<file path="src/rtl/mem_arb_pkg.sv">
// Shared types and constants for the instruction/data memory port arbiter.
package mem_arb_pkg;

    typedef enum logic [1:0] {IDLE, IF_WAIT, LS_WAIT} arb_state_t;

    typedef enum logic [1:0] {SZ_B, SZ_H, SZ_W} acc_size_t;

    localparam logic [2:0] F3_B  = 3'd0;
    localparam logic [2:0] F3_H  = 3'd1;
    localparam logic [2:0] F3_W  = 3'd2;
    localparam logic [2:0] F3_BU = 3'd4;
    localparam logic [2:0] F3_HU = 3'd5;

    localparam int BE_W = 4;

    // The low two funct3 bits give the width; the unused codes 3, 6 and 7 fall into word.
    function automatic acc_size_t access_size(input logic [2:0] funct3);
        case (funct3[1:0])
            2'b00:   return SZ_B;
            2'b01:   return SZ_H;
            default: return SZ_W;
        endcase
    endfunction

    function automatic logic is_misaligned(input logic [2:0] funct3, input logic [1:0] offset);
        case (access_size(funct3))
            SZ_H:    return offset[0];
            SZ_W:    return offset != 2'b00;
            default: return 1'b0;
        endcase
    endfunction

endpackage

</file>
<file path="src/rtl/load_align.sv">
// Byte/halfword lane select with sign or zero extension (funct3[2] selects zero extension).
module load_align
    import mem_arb_pkg::*;
(
    input  logic [31:0] data,
    input  logic [1:0]  offset,
    input  logic [2:0]  funct3,
    output logic [31:0] result
);

    logic [15:0] lane;

    always_comb begin
        lane = 16'(data >> {offset, 3'b000});
        case (access_size(funct3))
            SZ_B:    result = funct3[2] ? {24'b0, lane[7:0]} : {{24{lane[7]}}, lane[7:0]};
            SZ_H:    result = funct3[2] ? {16'b0, lane} : {{16{lane[15]}}, lane};
            default: result = data;
        endcase
    end

endmodule

</file>
<file path="src/rtl/mem_port_arbiter.sv">
// Round-robin arbiter sharing one memory port between fetch and load/store.
// Define MEM_TIMEOUT_EN to abort accesses that wait TIMEOUT cycles on mem_ready.
module mem_port_arbiter
    import mem_arb_pkg::*;
#(
    parameter int ADDR_W  = 32,
    parameter int TIMEOUT = 15
) (
    input  logic              clk,
    input  logic              reset,
    input  logic              if_req,
    input  logic [ADDR_W-1:0] if_addr,
    output logic [31:0]       if_rdata,
    output logic              if_valid,
    input  logic              ls_req,
    input  logic              ls_we,
    input  logic [2:0]        ls_funct3,
    input  logic [ADDR_W-1:0] ls_addr,
    input  logic [31:0]       ls_wdata,
    output logic [31:0]       ls_rdata,
    output logic              ls_valid,
    output logic              ls_misalign,
    output logic              bus_err,
    output logic              stall,
    output logic              mem_req,
    output logic              mem_we,
    output logic [ADDR_W-1:0] mem_addr,
    output logic [BE_W-1:0]   mem_be,
    output logic [31:0]       mem_wdata,
    input  logic [31:0]       mem_rdata,
    input  logic              mem_ready
);

    localparam logic [ADDR_W-1:0] WORD_MASK = ~ADDR_W'(3);

    arb_state_t        state, state_next;
    logic              last_ls;
    logic              if_pend, ls_pend, grant_if, grant_ls, ls_bad;
    logic              xfer_done, abort;
    logic [1:0]        ls_off_q;
    logic [2:0]        ls_f3_q;
    logic [31:0]       load_data, store_just, st_wdata;
    logic [BE_W-1:0]   st_be;

    // A requester whose valid is high this cycle is finished and must not win again.
    always_comb begin
        if_pend   = if_req & ~if_valid;
        ls_pend   = ls_req & ~ls_valid;
        grant_ls  = (state == IDLE) & ls_pend & (~if_pend | ~last_ls);
        grant_if  = (state == IDLE) & if_pend & ~grant_ls;
        ls_bad    = is_misaligned(ls_funct3, ls_addr[1:0]);
        xfer_done = (state != IDLE) & mem_ready;
    end

    assign stall = (if_req & ~if_valid) | (ls_req & ~ls_valid);

    always_ff @(posedge clk or posedge reset) begin
        if (reset) state <= IDLE;
        else       state <= state_next;
    end

    always_comb begin
        state_next = state;
        case (state)
            IDLE: begin
                if (grant_if)                state_next = IF_WAIT;
                else if (grant_ls && !ls_bad) state_next = LS_WAIT;
            end
            IF_WAIT, LS_WAIT: begin
                if (xfer_done || abort) state_next = IDLE;
            end
            default: state_next = IDLE;
        endcase
    end

    // Store lanes: the store data is right-justified first, then replicated across the word.
    always_comb begin
        case (access_size(ls_funct3))
            SZ_B: begin
                st_be    = 4'b0001 << ls_addr[1:0];
                st_wdata = {4{store_just[7:0]}};
            end
            SZ_H: begin
                st_be    = ls_addr[1] ? 4'b1100 : 4'b0011;
                st_wdata = {2{store_just[15:0]}};
            end
            default: begin
                st_be    = 4'b1111;
                st_wdata = store_just;
            end
        endcase
    end

    load_align u_store_align (
        .data   (ls_wdata),
        .offset (2'b00),
        .funct3 ({1'b1, ls_funct3[1:0]}),
        .result (store_just)
    );

    load_align u_load_align (
        .data   (mem_rdata),
        .offset (ls_off_q),
        .funct3 (ls_f3_q),
        .result (load_data)
    );

    always_ff @(posedge clk or posedge reset) begin
        if (reset) begin
            if_rdata    <= '0;
            if_valid    <= 1'b0;
            ls_rdata    <= '0;
            ls_valid    <= 1'b0;
            ls_misalign <= 1'b0;
            mem_req     <= 1'b0;
            mem_we      <= 1'b0;
            mem_addr    <= '0;
            mem_be      <= '0;
            mem_wdata   <= '0;
            ls_off_q    <= '0;
            ls_f3_q     <= '0;
            last_ls     <= 1'b0;
        end else begin
            if_valid    <= 1'b0;
            ls_valid    <= 1'b0;
            ls_misalign <= 1'b0;
            if (grant_if) begin
                last_ls   <= 1'b0;
                mem_req   <= 1'b1;
                mem_we    <= 1'b0;
                mem_addr  <= if_addr & WORD_MASK;
                mem_be    <= 4'b1111;
                mem_wdata <= '0;
            end else if (grant_ls) begin
                last_ls <= 1'b1;
                if (ls_bad) begin
                    ls_valid    <= 1'b1;
                    ls_misalign <= 1'b1;
                    ls_rdata    <= '0;
                end else begin
                    mem_req   <= 1'b1;
                    mem_we    <= ls_we;
                    mem_addr  <= ls_addr & WORD_MASK;
                    mem_be    <= ls_we ? st_be : 4'b1111;
                    mem_wdata <= ls_we ? st_wdata : '0;
                    ls_off_q  <= ls_addr[1:0];
                    ls_f3_q   <= ls_funct3;
                end
            end
            if (xfer_done || abort) begin
                mem_req <= 1'b0;
                mem_we  <= 1'b0;
                if (state == IF_WAIT) begin
                    if_valid <= 1'b1;
                    if_rdata <= abort ? '0 : mem_rdata;
                end else begin
                    ls_valid <= 1'b1;
                    ls_rdata <= abort ? '0 : load_data;
                end
            end
        end
    end

`ifdef MEM_TIMEOUT_EN
    localparam int CNT_W = $clog2(TIMEOUT + 1);

    logic [CNT_W-1:0] wait_cnt;

    assign abort = (state != IDLE) & ~mem_ready & (wait_cnt == CNT_W'(TIMEOUT - 1));

    always_ff @(posedge clk or posedge reset) begin
        if (reset) begin
            wait_cnt <= '0;
            bus_err  <= 1'b0;
        end else begin
            bus_err <= abort;
            if (grant_if || grant_ls)
                wait_cnt <= '0;
            else if (state != IDLE && !mem_ready)
                wait_cnt <= wait_cnt + 1'b1;
        end
    end
`else
    assign abort   = 1'b0;
    assign bus_err = 1'b0;
`endif

endmodule

</file>
<file path="config.mk">
export PLATFORM = sky130hd
export DESIGN_NAME = mem_port_arbiter
export DESIGN_NICKNAME = d
export VERILOG_FILES = /design/src/rtl/mem_arb_pkg.sv /design/src/rtl/load_align.sv /design/src/rtl/mem_port_arbiter.sv
export SDC_FILE = /design/constraint.sdc
export NUM_CORES = 1
export LEC_CHECK = 0
export ABC_CLOCK_PERIOD_IN_PS = 4800
export CAP_MARGIN = 10
export CORE_MARGIN = 4
export CORE_UTILIZATION = 43
export CTS_CLUSTER_SIZE = 28
export DETAILED_ROUTE_END_ITERATION = 6
export PLACE_DENSITY = 0.86
export SYNTH_ARGS = -nofsm -noshare
export SYNTH_HDL_FRONTEND = slang
export SYNTH_SLANG_ARGS = --single-unit
</file>
<file path="constraint.sdc">
create_clock -name clk -period 4.8 [get_ports clk]
set_input_delay 0.48 -clock clk [delete_from_list [all_inputs] [get_ports clk]]
set_output_delay 0.48 -clock clk [all_outputs]
set_load 0.02 [all_outputs]
</file>
After elaboration in Yosys (flattened, before gate mapping). Cells that the tools add are included.

Add/sub/neg operators: 0. Multiply operators: 0. Divide/modulo/power cells: 0. Magnitude comparators: 0. Eq/ne operators: 11. Shift operators: 2. Mux-type cells: 47. Bitwise operators: 16. Reduce and logical (&&, ||, !) cells: 17.

Operator list (count): 32-bit 2-to-1 mux (14); 32-bit one-hot mux with 2 select lines (3); 32-bit by 5-bit right shift with 16-bit output (1); 4-bit 2-to-1 mux (5); 1-bit 2-to-1 mux (17); 2-bit one-hot mux with 2 select lines (3); 2-bit by 1-bit equality test with 1-bit output, second input constant (5); 2-bit logical NOT (5); 4-bit one-hot mux with 2 select lines (1); 2-bit AND reduction (4); 1-bit bitwise AND (7); 1-bit inverter (7); 2-bit 2-to-1 mux (3); 3-bit by 2-bit inequality test with 1-bit output, second input constant (2); 2-bit nonzero test (3); 2-bit equality test, second input constant (2); 2-bit inequality test, second input constant (2); 1-bit by 2-bit left shift with 4-bit output, first input constant (1); 3-bit AND reduction (1); 3-bit nonzero test (1); 1-bit OR (2); 1-bit one-hot mux with 2 select lines (1); 2-bit OR reduction (1); 1-bit logical AND (1); 1-bit logical NOT (1).

Register bits after elaboration: 145. Latch bits: 0. RAM bits: 0. Memory bits (read-only): 0. Bits of input ports: 137. Output and inout port bits: 139. Word-level logic and storage cells: 107. Memories: 0.

Longest topological paths before layout. Gate-level depths: netlist of run 1.

Depth after elaboration: 10. Depth in mapped cells: 8. Mapped depth without buffers: 6.

By module. From an unflattened synthesis of run 1, not the netlist that was laid out.

Cells, all modules: 691. Area, all modules: 7507.2 um^2.

Modules (own cells, without submodules): mem_port_arbiter (instances 1, cells an instance 473, area each 6063.3 um^2, sequential area each 3578.4 um^2); load_align (instances 2, cells an instance 109, area each 721.9 um^2, sequential area each 0.0 um^2).

Worst setup path before layout of run 1. Ideal clock, no wire load.

Kind: input -> register. From: input if_req. To: register mem_addr[10]. Library setup time: 0.125 ns. Data arrival time: 1.826 ns. Required time: 4.675 ns. Path slack: 2.849 ns. Cell stages on the path: 6. Path buffers: 2. Cell sequence: nor2b_1 o211a_1 buf_2 buf_2 mux2_2 mux2_2.

Longest elaborated chain between the ends: 8. Elaborated cells between the ends (all ways): 11. Classes of those cells: eq/ne: 1; mux: 1; bitwise: 7; reduce/logical: 2.

RTL lines: start, declared (RTL line mem_port_arbiter.sv:11) `input logic if_req,`; 1-bit bitwise AND * (RTL line mem_port_arbiter.sv:47) `if_pend = if_req & ~if_valid;`; 1-bit inverter (RTL line mem_port_arbiter.sv:49) `grant_ls = (state == IDLE) & ls_pend & (~if_pend | ~last_ls);`; 1-bit OR (RTL line mem_port_arbiter.sv:49); 1-bit bitwise AND (RTL line mem_port_arbiter.sv:49); 1-bit inverter (RTL line mem_port_arbiter.sv:50) `grant_if = (state == IDLE) & if_pend & ~grant_ls;`; 1-bit bitwise AND (RTL line mem_port_arbiter.sv:50); 2-bit inequality test (no source line) or 2-bit nonzero test (tied branches); 2-bit AND reduction (no source line); end signal, assigned (RTL line mem_port_arbiter.sv:131) `mem_addr <= if_addr & WORD_MASK;`; end signal, assigned (RTL line mem_port_arbiter.sv:143) `mem_addr <= ls_addr & WORD_MASK;`; end, declared (RTL line mem_port_arbiter.sv:27) `output logic [ADDR_W-1:0] mem_addr,`.

Every way passes the cells marked *; elsewhere a longest branch is shown, timed or not. A chain may end at the register's enable or synchronous reset.

Worst setup path after layout of run 1.
From: register ls_off_q[1]. To: register ls_rdata[29].

Longest elaborated chain between the ends: 5. Elaborated cells between the ends (all ways): 6. Classes of those cells: shift: 1; mux: 5.

RTL lines: start, declared (RTL line mem_port_arbiter.sv:40) `logic [1:0] ls_off_q;`; start signal, assigned (RTL line mem_port_arbiter.sv:146) `ls_off_q <= ls_addr[1:0];`; 32-bit by 5-bit right shift with 16-bit output * (RTL line load_align.sv:14) `lane = 16'(data >> {offset, 3'b000});`; 32-bit 2-to-1 mux (on tied branches) (RTL line load_align.sv:17, load_align.sv:16); 32-bit one-hot mux with 2 select lines * (RTL line load_align.sv:15) `case (access_size(funct3))`; 32-bit 2-to-1 mux * (RTL line mem_port_arbiter.sv:153) `if (state == IF_WAIT) begin`; 32-bit 2-to-1 mux * (RTL line mem_port_arbiter.sv:150) `if (xfer_done || abort) begin`; end signal, assigned (RTL line mem_port_arbiter.sv:158) `ls_rdata <= abort ? '0 : load_data;`; end, declared (RTL line mem_port_arbiter.sv:20) `output logic [31:0] ls_rdata,`.

Marks and branches as above.

==> results of run 1 <==
[how the worst min path moves through the flow]
stage | start | endpoint | slack, ns | cells past startpoint
final | mem_wdata[20] | mem_wdata[20] | 0.49 | 1
after CTS | mem_wdata[20] | mem_wdata[20] | 0.49 | 1
after global routing | ls_rdata[30] | ls_rdata[30] | 0.51 | 1
after detailed placement | mem_wdata[21] | mem_wdata[21] | 0.48 | 1
after global placement | ls_rdata[31] | ls_rdata[31] | 0.47 | 1
after floorplan | last_ls | last_ls | 0.49 | 1
[through the flow]
stage | util, % | instances | hold WS [ns]
after floorplan | - | 533 | 0.492
after global placement | 62.3 | 961 | 0.471
after CTS | 65.9 | 993 | 0.490
after detailed placement | 62.3 | 961 | 0.477
after global routing | 65.9 | 993 | 0.505
final | 65.9 | 993 | 0.490
[routing by layer]
| metal | vias up | part of all wire, % | track usage (%) |
|---|---|---|---|
| met5 | - | 0 | 0 |
| met4 | 0 | 2.8 | 8.78 |
| met3 | 39 | 8.4 | 6.83 |
| met2 | 288 | 50 | 39.2 |
| met1 | 2739 | 39 | 27.5 |
| li1 | 2483 | - | - |
[area by class of cell]
type | instances | area [sq um]
fill | 1130 | 5180
sequential | 143 | 3580
clock buffer | 26 | 489
tap | 188 | 235
multi-input combinational | 339 | 2840
timing repair buffer | 278 | 2760
inverter | 13 | 53.8
clock inverter | 6 | 57.6
[flip-flops by register name, summed over array words and instances, names as in the netlist]
name,count
mem_be,4
mem_addr,30
ls_rdata,32
mem_wdata,32
last_ls,1
ls_misalign,1
mem_req,1
ls_off_q,2
if_rdata,32
ls_f3_q,3
state,2
ls_valid,1
if_valid,1
mem_we,1
[logic make-up after synthesis]
logic type / synth area share, %
AND/OR/NAND/NOR: 6.51
flip-flops: 53.8
adder cells (fa/ha/maj): 0.376
buffers and inverters: 3.67
other: 0.0564
AO/OA/AOI/OAI: 14.7
multiplexers: 20.9
[where the power goes]
part / switching, uW / internal [uW]
combinational: 1630 / 1690
sequential: 394 / 1750
clock: 481 / 751
total: 2510 / 4190
[worst reg2reg max path, cell delays in order (launching register included)]
cell and delay, ns:
dfrtp_1 0.79, mux2_2 0.29, a31oi_1 0.15, a2111oi_4 1.03, a211o_1 0.20
[cells in the final DEF (no fill, tap or decap), drive strengths merged, types with 5 or more instances in the layout]
cell type / n
a211o: 16
a21oi: 16
a221o: 7
a22o: 17
and3: 24
buf: 8
clkbuf: 26
clkdlybuf4s50: 270
clkinv: 5
dfrtp: 143
inv: 12
mux2: 93
mux2i: 32
nand2: 20
nand2b: 10
nand3: 6
nor2: 7
nor2b: 5
o21ai: 30
o2bb2ai: 24
==> results.py, run 1 <==
metrics = {
    "floorplanning": {
        "core_sq_mm": 0.0152,
        "num_rows": 45,
        "die_h_um": 132,
        "dieWidth_um": 132,
        "start_util_pct": 43.8,
        "pin_count": 276,
        "dieArea_sq_mm": 0.0175,
    },
    "route": {
        "via_per_inst": 5.59,
        "num_vias": 5549,
        "drc": 0,
        "drt_iter0_drc": 295,
        "first_pass_iters": 4,
        "drt-total-wl_um": 20200,
        "wl_per_cell_um": 20.3,
        "antenna_left": 0,
    },
    "clock_tree": {
        "postCtsHoldBufs": 0,
        "numCtsBuffers": 17,
        "cts_setup_buffers": 0,
        "path_clk_slew_ns": 0.06,
        "ctsResizeCount": 0,
        "clock_latency_ns": 0.41,
        "cts_sinks": 143,
        "cts_root_buf": "clkbuf_16",
        "htreeDepth": 4,
        "clockBufferDepth": 2,
        "cts_tree": "done",
    },
    "run": {
        "drv_cap": 0,
    },
    "timing": {
        "rsz0062_at_grt": "false",
        "fin_tns_setup_ns": 0,
        "setup_violations": 0,
        "tightest_slew_ns": 1.10,
        "slew_headroom_pct": 26.8,
        "fin_crit_ns": 2.54,
        "layout_setup_ws_ns": 2.26,
        "clock.fmax_mhz": 394,
        "final_max_slew_viol_count": 0,
        "hold_violations": 0,
        "skew_ns": 0.00800,
        "period_share_pct": 52.9,
    },
    "finish": {
        "finalNetCount": 931,
        "finish.instance_area_sq_mm": 0.0100,
        "drive_gt1_share_pct": 17.0,
        "antennaDiodeCount": 0,
        "syn2layout_area_growth_pct": 50.6,
    },
    "grt": {
        "antenna_found_initial": 0,
        "grt_max_degree": 100,
        "grt_pass1_vias": 6012,
        "grt_overflow": 0,
        "grt.total_usage_pct": 23.0,
        "grt_pass1_wl_um": 32100,
    },
    "critical_path": {
        "timing.rr.end": "ls_rdata[29]",
        "path_class": "reg2reg",
        "cp_max_fo": 16,
        "crit_start": "ls_off_q[1]",
        "crit_path_top_delay_cell": "a2111oi_4",
        "required_ns": 5.14,
        "r2r_cells": 4,
        "reg2reg_from": "ls_off_q[1]",
        "worstPathCellList": "mux2_2 -> a31oi_1 -> a2111oi_4 -> a211o_1",
        "cp_data_arrival_time_ns": 2.88,
        "critPathBufInv": 0,
        "end_kind": "register",
        "rrSetupSlack_ns": 2.26,
        "critPathTopFamily": "compound AO/OA/AOI/OAI gates",
        "cp-endpoint": "ls_rdata[29]",
        "start_kind": "register",
        "crit_path_max_incr_delay_ns": 1.03,
        "worst-path-stages": 4,
    },
    "place": {
        "post-place-ws_ns": 1.96,
        "port_buffers": 270,
        "place_area_sq_mm": 0.00947,
        "gp_congestion": 0.805,
        "dp_hpwl_um": 14800,
    },
    "synthesis": {
        "ys_ff_latch": 143,
        "syn-cell-area_sq_mm": 0.00665,
        "synth.most_common_cell": "dfrtp_1",
        "postSynthCellCount": 531,
        "synthArstFlopShare_pct": 100,
        "ys.flop_type": "dfrtp_1",
        "ys_types": 46,
        "synthTopCellsByCount": "143 x dfrtp_1, 93 x mux2_2, 32 x mux2i_1",
        "synth_edf_count": 0,
        "avgSynthCellArea_sq_um": 12.5,
        "ys_seq_area_share_pct": 53.8,
        "yosys.area.top_type_share_pct": 53.8,
        "synth_warnings": 0,
        "synth.largest_area_cell": "dfrtp_1",
        "synth.area.top_cells": "dfrtp_1 54%, mux2_2 16%, mux2i_1 4.8%, o2bb2ai_1 3.2%, and3_1 2.3%",
    },
    "power": {
        "p_leak_uw": 0.00441,
        "power_uw": 6700,
        "powerDensity_mw_per_mm2": 668,
        "vdd_drop_max_uv": 350,
    },
    "hold_path": {
        "worst_hold_path_type": "reg2reg",
    },
    "outcome": {
        "status": "completed",
    },
}
Note: power is estimated with default switching activity, not from simulation.
==> run 2, diff against run 1 <==
Settings changed: ABC_CLOCK_PERIOD_IN_PS 4800 to 2200, CORE_UTILIZATION 43 to 39, PLACE_DENSITY 0.86 to 0.83.
Clock period 4.8 ns to 2.2 ns, I/O delays scaled along.
==> results.py, run 2 (synthesis gave the netlist of run 1 again) <==
metrics = {
    "critical_path": {
        "end_kind": "output port",
        "cp_data_arrival_time_ns": 1.87,
        "crit_path_max_incr_delay_ns": 0.63,
        "cp_max_fo": 3,
        "worstPathCellList": "nor2b_2 -> buf_4 -> or2_2 -> clkdlybuf4s50_1",
        "crit_path_top_delay_cell": "clkdlybuf4s50_1",
        "start_kind": "register",
        "critPathTopFamily": "buffers and inverters",
        "critPathBufInv": 2,
        "required_ns": 1.98,
        "path_class": "reg2out",
    },
    "power": {
        "power.switching_uw": 5530,
        "powerDensity_mw_per_mm2": 1450,
        "clockPowerShare_pct": 19.8,
        "combPwrFrac_pct": 50.8,
        "power_frac_seq_pct": 29.4,
        "vdd_drop_max_uv": 731,
        "p_leak_uw": 0.00463,
        "p_int_uw": 9730,
        "netSwitchingFraction_pct": 36.2,
    },
    "clock_tree": {
        "cts_root_buf": "clkbuf_16",
        "path_clk_slew_ns": 0.06,
        "cts_tree": "done",
        "clockBufferDepth": 2,
        "htreeDepth": 4,
        "postCtsHoldBufs": 0,
        "numCtsBuffers": 17,
        "cts_sinks": 143,
        "clock_latency_ns": 0.41,
    },
    "grt": {
        "grt_max_degree": 38,
        "antenna_found_initial": 0,
        "grt_overflow": 0,
        "grt_pass1_wl_um": 32600,
        "grt_pass1_vias": 5877,
        "grt.total_usage_pct": 21.5,
    },
    "route": {
        "drc": 0,
        "via_per_inst": 5.29,
        "wl_per_cell_um": 19.5,
        "drt-total-wl_um": 20600,
        "first_pass_iters": 4,
        "num_vias": 5583,
        "drt_iter0_drc": 411,
        "antenna_left": 0,
        "topRoutingLayerUsed": "met4",
        "m1WireLength_um": 8360,
        "wl_met2_um": 9960,
        "wl_met3_um": 1630,
    },
    "finish": {
        "drive_gt1_share_pct": 20.6,
        "regArea_sq_mm": 0.00358,
        "finalNetCount": 963,
        "fillerInstances": 1361,
        "syn2layout_area_growth_pct": 57.7,
        "antennaDiodeCount": 0,
        "multiInputGateArea_sq_mm": 0.00285,
        "layout_common_cells": "270 x clkdlybuf4s50_1, 143 x dfrtp_1, 93 x mux2_2",
        "largestRegisters": "if_rdata x32, ls_rdata x32, mem_wdata x32",
        "layout_commonest_cell": "clkdlybuf4s50_1",
        "stdcell_count": 1056,
    },
    "place": {
        "port_buffers": 270,
        "dp_hpwl_um": 15300,
        "post-place-ws_ns": -0.203,
        "post-place-cells": 1024,
        "gp_congestion": 0.861,
    },
    "floorplanning": {
        "num_rows": 47,
        "dieArea_sq_mm": 0.0192,
        "die_h_um": 139,
        "start_util_pct": 40.0,
        "pin_count": 276,
        "dieWidth_um": 139,
        "core_sq_mm": 0.0166,
    },
    "timing": {
        "period_share_pct": 95.2,
        "layout_setup_ws_ns": 0.105,
        "fin_crit_ns": 2.09,
        "final_max_slew_viol_count": 0,
        "hold_violations": 0,
        "tightest_slew_ns": 0.875,
        "slew_headroom_pct": 41.5,
        "setup_violations": 0,
        "skew_ns": 0.0108,
        "clock.fmax_mhz": 477,
        "rsz0062_at_grt": "false",
        "whs_ns": 0.274,
    },
    "run": {
        "drv_cap": 0,
    },
    "hold_path": {
        "worst_hold_path_type": "in2async",
    },
    "outcome": {
        "status": "completed",
    },
}
==> run 2: cell types whose count changed in the layout (fill, tap and decap cells not counted), sizes merged <==
cell / change
buf: +32
clkbuf: -5
bufinv: +3
clkinvlp: +3
clkinv: -2
==> run 2: per-layer routing <==
layer  GRT usage (%)  vias to the layer above
met5               0                        -
met4            9.10                        0
met3            6.93                       40
met2            34.9                      260
met1            26.4                     2726
li1                -                     2557
==> run 2: timing repair <==
action                     4_1_cts  5_1_grt
resized for setup                1        0
pin swaps                        0        1
setup endpoints to repair        1       16
buffers inserted                 0        1
hold endpoints to repair         0        0
==> run 2: final cells by class <==
class / count / area share (%)
sequential: 143 / 34.1
timing repair buffer: 310 / 29.8
multi-input combinational: 339 / 27.1
clock buffer: 21 / 4.29
tap: 220 / 2.62
clock inverter: 10 / 1.54
inverter: 13 / 0.501
==> run 2: path summary, 6_finish.rpt <==
kind | slack, ns | start | end | cells past startpoint
worst max-delay path | 0.11 | if_valid | stall | 4
worst min-delay path | 0.27 | reset | mem_addr[19] | 2
worst max register to register | 0.18 | state[0] | ls_rdata[8] | 7
worst min register to register | 0.49 | ls_rdata[28] | ls_rdata[28] | 1
max in group asynchronous | 1.29 | reset | ls_rdata[12] | 3
min in group clk | 0.38 | ls_funct3[2] | ls_f3_q[2] | 3
==> run 2: power groups by stage <==
stage / registers (uW) / logic, uW / clock network, uW
2_1_floorplan: 5800 / 2870 / 0
3_3_place_gp: 4460 / 7650 / 0
3_5_place_dp: 4510 / 7800 / 0
4_1_cts: 4490 / 7820 / 3090
5_1_grt: 4630 / 8240 / 3220
6_report: 4490 / 7750 / 3030
==> run 2: stage by stage <==
step / utilization [%] / power, uW / setup TNS (ns) / area (sq um)
3_5_place_dp: 59.2 / 12300 / -10.07 / 9860
4_1_cts: 62.9 / 15400 / 0 / 10500
5_1_grt: 63.0 / 16100 / 0 / 10500
6_report: 63.0 / 15300 / 0 / 10500
2_1_floorplan: - / 8670 / 0 / 6660
3_3_place_gp: 59.2 / 12100 / -7.03 / 9860
==> run 3, diff against run 2 <==
Settings changed: CAP_MARGIN 10 to not set, HOLD_SLACK_MARGIN set to 0.12.
==> results of run 3 <==
Same layout as run 2: the final DEF is identical, and so are final timing and power.
